`src/rtl/hilo_muldiv_ctrl.sv`:
```
// hilo_muldiv_ctrl: sequencer for the 64-bit HiLo register in the EX stage.
// Runs multi-cycle mult/div/madd/msub, single-cycle mthi/mtlo, drives the
// HiLo write port and stalls the pipeline while an operation is in flight.
module hilo_muldiv_ctrl #(
    parameter int MUL_LAT = 4
) (
    input  logic        Clk,
    input  logic        Rst,
    input  logic        Start,
    input  logic [3:0]  Op,
    input  logic [31:0] A,
    input  logic [31:0] B,
    input  logic        ReadReq,
    input  logic [63:0] HiLoCur,
    output logic [63:0] HiLoWrData,
    output logic        HiLoWrEn,
    output logic        Busy,
    output logic        Stall,
    output logic        DivByZero
);

    localparam logic [3:0] OP_MULT  = 4'd0;
    localparam logic [3:0] OP_MULTU = 4'd1;
    localparam logic [3:0] OP_DIV   = 4'd2;
    localparam logic [3:0] OP_DIVU  = 4'd3;
    localparam logic [3:0] OP_MADD  = 4'd4;
    localparam logic [3:0] OP_MADDU = 4'd5;
    localparam logic [3:0] OP_MSUB  = 4'd6;
    localparam logic [3:0] OP_MSUBU = 4'd7;
    localparam logic [3:0] OP_MTHI  = 4'd8;
    localparam logic [3:0] OP_MTLO  = 4'd9;

    // MUL state is held for MUL_LAT-1 cycles; the counter counts down to 0.
    localparam logic [4:0] MUL_CNT_INIT = (MUL_LAT >= 2) ? 5'(MUL_LAT - 2) : 5'd0;
    localparam bit         MUL_DIRECT   = (MUL_LAT == 1);
    // 32 quotient bits, one per DIV cycle.
    localparam logic [4:0] DIV_CNT_INIT = 5'd31;

    typedef enum logic [1:0] {
        ST_IDLE = 2'd0,
        ST_MUL  = 2'd1,
        ST_DIV  = 2'd2,
        ST_WR   = 2'd3
    } state_t;

    state_t      state_reg;
    logic [4:0]  cnt_reg;
    logic [3:0]  op_reg;
    logic [31:0] a_reg;
    logic [31:0] b_reg;
    logic [31:0] quo_reg;
    logic [31:0] rem_reg;
    logic [31:0] dvs_reg;
    logic        quo_neg_reg;
    logic        rem_neg_reg;
    logic        b_zero_reg;

    logic        in_mul;
    logic        in_div;
    logic        in_signed;
    logic        accept;
    logic [31:0] a_mag;
    logic [31:0] b_mag;

    logic [63:0] mul_a_ext;
    logic [63:0] mul_b_ext;
    logic [63:0] product;

    logic [32:0] div_diff;
    logic        div_fits;
    logic [31:0] rem_next;
    logic [31:0] quo_next;
    logic [31:0] quo_fixed;
    logic [31:0] rem_fixed;

    // Decode the op presented in EX and form operand magnitudes for the divider.
    always_comb begin
        in_div    = (Op[3:1] == 3'b001);
        in_mul    = (Op <= OP_MSUBU) && !in_div;
        in_signed = ~Op[0];
        accept    = Start && (state_reg == ST_IDLE) && (in_mul || in_div);
        a_mag     = (in_signed && A[31]) ? (~A + 32'd1) : A;
        b_mag     = (in_signed && B[31]) ? (~B + 32'd1) : B;
    end

    // Product from the latched operands; low 64 bits of the product of the
    // 64-bit sign/zero-extended operands are the exact 32x32 result.
    always_comb begin
        mul_a_ext = {{32{~op_reg[0] & a_reg[31]}}, a_reg};
        mul_b_ext = {{32{~op_reg[0] & b_reg[31]}}, b_reg};
        product   = mul_a_ext * mul_b_ext;
    end

    // One restoring shift-subtract step on the magnitudes.
    always_comb begin
        div_diff  = {rem_reg, quo_reg[31]} - {1'b0, dvs_reg};
        div_fits  = ~div_diff[32];
        rem_next  = div_fits ? div_diff[31:0] : {rem_reg[30:0], quo_reg[31]};
        quo_next  = {quo_reg[30:0], div_fits};
        quo_fixed = quo_neg_reg ? (~quo_reg + 32'd1) : quo_reg;
        rem_fixed = rem_neg_reg ? (~rem_reg + 32'd1) : rem_reg;
    end

    // Sequencer: accept in IDLE, count through MUL or DIV, single WR cycle.
    always_ff @(posedge Clk) begin
        if (!Rst) begin
            state_reg   <= ST_IDLE;
            cnt_reg     <= '0;
            op_reg      <= '0;
            a_reg       <= '0;
            b_reg       <= '0;
            quo_reg     <= '0;
            rem_reg     <= '0;
            dvs_reg     <= '0;
            quo_neg_reg <= 1'b0;
            rem_neg_reg <= 1'b0;
            b_zero_reg  <= 1'b0;
        end else begin
            case (state_reg)
                ST_IDLE: begin
                    if (accept) begin
                        op_reg      <= Op;
                        a_reg       <= A;
                        b_reg       <= B;
                        b_zero_reg  <= (B == 32'd0);
                        quo_neg_reg <= in_signed && (A[31] ^ B[31]);
                        rem_neg_reg <= in_signed && A[31];
                        rem_reg     <= '0;
                        dvs_reg     <= b_mag;
                        quo_reg     <= in_div ? a_mag : 32'd0;
                        if (in_div) begin
                            cnt_reg   <= DIV_CNT_INIT;
                            state_reg <= ST_DIV;
                        end else if (MUL_DIRECT) begin
                            cnt_reg   <= '0;
                            state_reg <= ST_WR;
                        end else begin
                            cnt_reg   <= MUL_CNT_INIT;
                            state_reg <= ST_MUL;
                        end
                    end
                end
                ST_MUL: begin
                    if (cnt_reg == 5'd0) begin
                        state_reg <= ST_WR;
                    end else begin
                        cnt_reg <= cnt_reg - 5'd1;
                    end
                end
                ST_DIV: begin
                    rem_reg <= rem_next;
                    quo_reg <= quo_next;
                    if (cnt_reg == 5'd0) begin
                        state_reg <= ST_WR;
                    end else begin
                        cnt_reg <= cnt_reg - 5'd1;
                    end
                end
                default: begin
                    state_reg <= ST_IDLE;
                end
            endcase
        end
    end

    // HiLo write port, busy and stall; everything forced low while in reset.
    always_comb begin
        HiLoWrData = '0;
        HiLoWrEn   = 1'b0;
        Busy       = 1'b0;
        Stall      = 1'b0;
        DivByZero  = 1'b0;
        if (Rst) begin
            Busy  = (state_reg != ST_IDLE);
            Stall = Busy && (Start || ReadReq);
            case (state_reg)
                ST_IDLE: begin
                    if (Start && (Op == OP_MTHI)) begin
                        HiLoWrEn   = 1'b1;
                        HiLoWrData = {A, HiLoCur[31:0]};
                    end else if (Start && (Op == OP_MTLO)) begin
                        HiLoWrEn   = 1'b1;
                        HiLoWrData = {HiLoCur[63:32], A};
                    end
                end
                ST_WR: begin
                    case (op_reg)
                        OP_MULT, OP_MULTU: begin
                            HiLoWrEn   = 1'b1;
                            HiLoWrData = product;
                        end
                        OP_MADD, OP_MADDU: begin
                            HiLoWrEn   = 1'b1;
                            HiLoWrData = HiLoCur + product;
                        end
                        OP_MSUB, OP_MSUBU: begin
                            HiLoWrEn   = 1'b1;
                            HiLoWrData = HiLoCur - product;
                        end
                        OP_DIV, OP_DIVU: begin
                            if (b_zero_reg) begin
                                DivByZero = 1'b1;
                            end else begin
                                HiLoWrEn   = 1'b1;
                                HiLoWrData = {rem_fixed, quo_fixed};
                            end
                        end
                        default: begin
                            HiLoWrEn = 1'b0;
                        end
                    endcase
                end
                default: begin
                    HiLoWrEn = 1'b0;
                end
            endcase
        end
    end

endmodule

```
`config.mk`:
```
export PLATFORM = sky130hd
export DESIGN_NAME = hilo_muldiv_ctrl
export DESIGN_NICKNAME = d
export VERILOG_FILES = /design/src/rtl/hilo_muldiv_ctrl.sv
export SDC_FILE = /design/constraint.sdc
export NUM_CORES = 2
export LEC_CHECK = 0
export BUFFER_PORTS_ARGS = -buffer_cell sky130_fd_sc_hd__buf_2
export CAP_MARGIN = 20
export CORE_ASPECT_RATIO = 0.6
export CORE_MARGIN = 5
export CORE_UTILIZATION = 63
export DETAILED_ROUTE_END_ITERATION = 6
export PLACE_DENSITY = 0.85
export SLEW_MARGIN = 5
export SYNTH_ARGS = -nofsm -noshare
export SYNTH_HDL_FRONTEND = slang
export SYNTH_SLANG_ARGS = --single-unit
```
`constraint.sdc`:
```
create_clock -name Clk -period 13.32 [get_ports Clk]
set_clock_uncertainty 0.2 [all_clocks]
set_input_delay 1.332 -clock Clk [delete_from_list [all_inputs] [get_ports Clk]]
set_output_delay 1.332 -clock Clk [all_outputs]
set_load 0.01 [all_outputs]
```
# Yosys cells after proc, flatten, opt, wreduce, memory -nomap -nowiden
# Index checks and enable logic that the tools add are counted.
dict set report classes {
  n_bitwise 10
  n_addsub 8
  n_reduce_logical 29
  n_mul 1
  eq_ne 16
  muxes 36
  magnitude_cmp 1
}
# op n
set ops {}
lappend ops {{2-to-1 mux 32 bit} 8}
lappend ops {{2-to-1 mux 64 bit} 4}
lappend ops {{case mux 64 bit (4 select lines)} 1}
lappend ops {{adder 32 x 1 -> 32 bit (second input constant)} 4}
lappend ops {{inverter 32 bit} 4}
lappend ops {{case mux 32 bit (2 select lines)} 2}
lappend ops {{case mux 64 bit (2 select lines)} 1}
lappend ops {{adder 64 bit} 1}
lappend ops {{multiplier 33 x 33 -> 64 bit} 1}
lappend ops {{subtractor 64 bit} 1}
lappend ops {{subtractor 33 x 32 -> 33 bit} 1}
lappend ops {{logical NOT 32 bit} 1}
lappend ops {{equality test 4 x 3 -> 1 bit (second input constant)} 4}
lappend ops {{2-to-1 mux 5 bit} 3}
lappend ops {{2-to-1 mux 1 bit} 10}
lappend ops {{case mux 5 bit (2 select lines)} 1}
lappend ops {{OR reduction 2 bit} 5}
lappend ops {{logical AND 1 bit} 9}
lappend ops {{equality test 4 x 2 -> 1 bit (second input constant)} 2}
lappend ops {{equality test 4 bit (second input constant)} 2}
lappend ops {{2-to-1 mux 2 bit} 3}
lappend ops {{AND reduction 2 bit} 3}
lappend ops {{nonzero test 2 bit} 3}
lappend ops {{OR reduction 6 bit} 1}
lappend ops {{19 further kinds} 26}
dict set report word_totals {
  wordCells 112
  inputBits 136
  register_bits 174
}

# Logic depth before layout (Yosys ltp)
dict set report logic_depth {
  word_depth 7
  ltp_mapped 47
  depth_no_buf 45
}

# Worst setup path before layout
# OpenSTA, ideal clock, no wires.
dict set report synth_timing {
  path_type {reg-to-output}
  startpoint {register a_reg[31]}
  endpoint {output port HiLoWrData[63]}
  slack_ps 803
  path_buffers 3
  stages_incl_launch_ff 41
  arrival_time_ps 10985
  required_time_ps 11788
  path_cell_list {dfxtp_1 clkbuf_1 nor2b_1 clkbuf_1 nand2_1 inv_1 fa_1 fa_1 fa_1 inv_1 fa_1 inv_1 fa_1 fa_1 inv_1 fa_1 fa_1 inv_1 [5 not listed] o211a_1 o211a_2 a2111o_1 or3_4 or4b_4 or2_2 o21ai_0 xor2_1 ha_1 a21o_1 a21oi_1 nand3b_1 o21ai_0 o311a_1 o21ai_0 xnor2_1 a222oi_1 o22ai_1}
}
dict set report synth_between {
  elab_chain_len 6
}
# item line
set synth_rtl {}
lappend synth_rtl {{start: declaration} 49} ;# logic [31:0] a_reg;
lappend synth_rtl {{start signal: assignment} 110} ;# a_reg <= '0;
lappend synth_rtl {{start signal: assignment} 123} ;# a_reg <= A;
lappend synth_rtl {{bitwise AND 1 bit} 89} ;# mul_a_ext = {{32{~op_reg[0] & a_reg[31]}}, a_reg};
lappend synth_rtl {{multiplier 33 x 33 -> 64 bit (*)} 91} ;# product = mul_a_ext * mul_b_ext;
lappend synth_rtl {{subtractor 64 bit / adder 64 bit (equally long branches)} {198, 194}}
lappend synth_rtl {{case mux 64 bit (4 select lines) (*)} 187} ;# case (op_reg)
lappend synth_rtl {{case mux 64 bit (2 select lines) (*)} 176} ;# case (state_reg)
lappend synth_rtl {{2-to-1 mux 64 bit (*)} 173} ;# if (Rst) begin
lappend synth_rtl {{end: declaration} 15} ;# output logic [63:0] HiLoWrData,
# Mark *: on every way between the ends. The rest lies on a longest branch, timed or not.

# Worst setup path after layout
dict set report layout_timing {
  startpoint {register b_reg[9]}
  endpoint {output port HiLoWrData[63]}
}
dict set report layout_between {
  elab_chain_len 5
}
# item line
set layout_rtl {}
lappend layout_rtl {{start: declaration} 50} ;# logic [31:0] b_reg;
lappend layout_rtl {{start signal: assignment} 111} ;# b_reg <= '0;
lappend layout_rtl {{start signal: assignment} 124} ;# b_reg <= B;
lappend layout_rtl {{multiplier 33 x 33 -> 64 bit (*)} 91}
lappend layout_rtl {{subtractor 64 bit / adder 64 bit (equally long branches)} {198, 194}}
lappend layout_rtl {{case mux 64 bit (4 select lines) (*)} 187}
lappend layout_rtl {{case mux 64 bit (2 select lines) (*)} 176}
lappend layout_rtl {{2-to-1 mux 64 bit (*)} 173}
# Marks and branches as above.

==> impl_metrics.yaml <==
floorplanning:
  fp-row-count: 84
  dieArea_sq_mm: 0.0957
  die_height_um: 242
  initial_core_util_pct: 63.9
  die_w_um: 396
  core_sq_mm: 0.0881
  io_pins: 204
outcome:
  status: "complete, but fails checks"
  failed_checks: "DRC"
clock_tree:
  htree_levels: 4
  clock_latency_ns: 0.50
  path_clk_slew_ns: 0.09
  cts_tree: "built"
  clockRootBuffer: "clkbuf_16"
  cts_max_path_buffers: 2
  hold_buffers: 0
  cts_sinks: 173
  numCtsBuffers: 17
synth:
  ys_seq_elements: 173
  synth_ff_type: "dfxtp_1"
  post_synth_num_cell_types: 93
  syn_nets: 8323
  avgSynthCellArea_sq_um: 8.35
  async_reset_ff_share_pct: 0
  syn_inst: 6742
  synthesis.area_sq_mm: 0.0563
  yosys_warnings: 0
  synth_edf_count: 0
  yosysSeqAreaShare_pct: 6.15
global_routing:
  grt_overflow: 0
  antenna_found_initial: 10
  grt_pass1_vias: 51000
  grt_max_degree: 97
  grt_pass1_wl_um: 295000
  grt_usage_pct: 39.3
placement:
  portBuffers: 203
  gp_congestion: 1.05
  dp.cells: 8019
  hpwl_um: 155000
  post_dp_cell_area_sq_mm: 0.0600
routing:
  drtIter0Drc: 7051
  ant_nets: 0
  wire_per_inst_um: 24.8
  vias: 51500
  dr.pass1.iters: 7
  drt_wl_total_um: 202000
  vias_per_cell: 6.32
  drc: 2
sta:
  fin_hold_ws_ns: 0.256
  setup_viol: 0
  relSlewSlack_pct: 25.8
  clock.fmax_mhz: 75.2
  drv_slew: 0
  period_share_pct: 99.9
  worstMarginPinSlew_ns: 1.11
  rsz0062_at_grt: "true"
  finalHoldViolCount: 0
  fin_crit_ns: 13.31
critical_path:
  critical_path.endpoint_type: "output pin"
  arrival_ns: 11.77
  crit_required_ns: 11.79
  cp_max_fo: 18
  critPathSlowestCell: "fa_1"
  critPathLaunchType: "flip-flop"
  slowest_delay_ns: 0.80
  crit_top_cell: "fa_1"
  critPathKind: "reg -> out"
final_layout:
  layout.nets: 8544
  drive_gt1_share_pct: 12.7
  final_cells: 8148
  final_area_sq_mm: 0.0627
  synthToLayoutAreaGrowth_pct: 11.4
  nFillCells: 6520
  final_common_cell: "inv_1"
  fin_util_pct: 71.2
  layout_common_cells: "1188 x inv_1, 1117 x fa_1, 1019 x nand2_1"
power_and_ir_drop:
  power_uw: 7820
  p_leak_uw: 0.0290
  vdd_ir_drop_max_mv: 0.158
  power.density_mw_per_mm2: 125
flow_run:
  maxCapViolations: 0
worst_hold_path:
  holdCritPathClass: "reg -> reg"
[power breakdown]
part	switching (uW)	internal, uW	total [uW]
clock	296	254	551
combinational	3860	2670	6530
sequential	146	599	744
total	4310	3520	7820
[metal layers]
layer | part of all wire, % | vias to the layer above | GRT usage (%)
li1 | - | 21600 | -
met1 | 37 | 25200 | 56.0
met2 | 41 | 4033 | 56.7
met3 | 17 | 680 | 12.5
met4 | 4.8 | 6 | 14.2
met5 | 0.018 | - | 0
[worst max-delay path: cells and delay by family (launching register included)]
| family | cells | cell delay [ns] |
|---|---|---|
| compound gates | 10 | 2.29 |
| xor+xnor | 3 | 0.68 |
| fa+ha+maj | 10 | 5.17 |
| buf+inv | 6 | 1.15 |
| flops | 1 | 0.43 |
| simple gates | 8 | 1.54 |
[stage by stage]
step                worst slack, ns  setup TNS (ns)
finish                       0.0147               0
global route                 -0.221          -0.363
CTS                         0.00261               0
detailed placement           -0.193          -0.193
global placement            -0.0672         -0.0672
floorplan                     0.803               0
[kinds of logic (layout without fill, tap and decap cells)]
logic type	count (synthesis)	count (layout)	synth area share, %
flip-flops	173	173	6.15
multiplexers	101	101	1.81
AND/OR/NAND/NOR	2048	2048	17.0
buffers and inverters	1592	1826	10.7
XOR/XNOR	327	327	5.09
adder cells (fa/ha/maj)	1445	1445	47.1
AO/OA/AOI/OAI	1056	1056	12.2
other	0	11	0
[Yosys cell counts (all sizes together), types with 6 or more instances]
master / count / share of area (%)
a22oi: 35 / 0.47
ha: 318 / 7.1
nor2: 278 / 1.9
or4: 17 / 0.24
nand3: 45 / 0.40
xnor2: 203 / 3.2
nor3: 54 / 0.48
o22a: 30 / 0.47
a21o: 91 / 1.2
and2: 388 / 4.3
o22ai: 33 / 0.37
nand2: 1023 / 6.8
mux2i: 96 / 1.7
or2: 29 / 0.32
nor2b: 27 / 0.30
o211ai: 17 / 0.23
a311oi: 10 / 0.16
or3: 35 / 0.40
a221oi: 16 / 0.26
a31o: 6 / 0.093
dfxtp: 173 / 6.2
a31oi: 21 / 0.23
nand4: 38 / 0.42
o21ai: 231 / 2.1
o211a: 6 / 0.11
nand2b: 33 / 0.37
a222oi: 37 / 0.66
o31ai: 38 / 0.52
nand3b: 8 / 0.11
o21a: 24 / 0.32
buf: 20 / 0.17
xor2: 124 / 1.9
fa: 1127 / 40
and3: 26 / 0.29
a211oi: 78 / 1.1
o41ai: 13 / 0.20
nor3b: 8 / 0.11
inv: 1192 / 7.9
nor4: 27 / 0.33
o21bai: 16 / 0.21
o221ai: 7 / 0.11
clkbuf: 379 / 2.5
a21oi: 298 / 2.7
[timing repair]
item / in CTS / in global routing
cloned: 1 / 17
gates resized for setup: 99 / 216
hold endpoints to repair: 0 / 0
endpoints found under the setup margin: 15 / 24
setup buffers: 10 / 57
pin swaps: 12 / 64
[area by class of cell]
cell class	count	area, sq um	area share [%]
clock inverter	14	164	0.261
multi-input combinational	4977	47600	76.0
antenna	11	27.5	0.0439
clock buffer	18	429	0.684
timing repair buffer	601	4890	7.80
tap	1161	1450	2.32
sequential	173	3620	5.78
inverter	1193	4480	7.15
[worst paths after layout]
| check | slack, ns | end | cells past startpoint | from |
|---|---|---|---|---|
| worst max-delay path | 0.01 | HiLoWrData[63] | 37 | b_reg[9]$_SDFFE_PN0P_ |
| worst min-delay path | 0.26 | dvs_reg[25]$_SDFFE_PN0P_ | 2 | dvs_reg[25]$_SDFFE_PN0P_ |
| worst max register to register | 7.85 | rem_reg[10]$_SDFFE_PN0P_ | 21 | b_reg[0]$_SDFFE_PN0P_ |
| worst min register to register | 0.26 | dvs_reg[25]$_SDFFE_PN0P_ | 2 | dvs_reg[25]$_SDFFE_PN0P_ |
No activity file was read; power rests on OpenSTA's default activity.
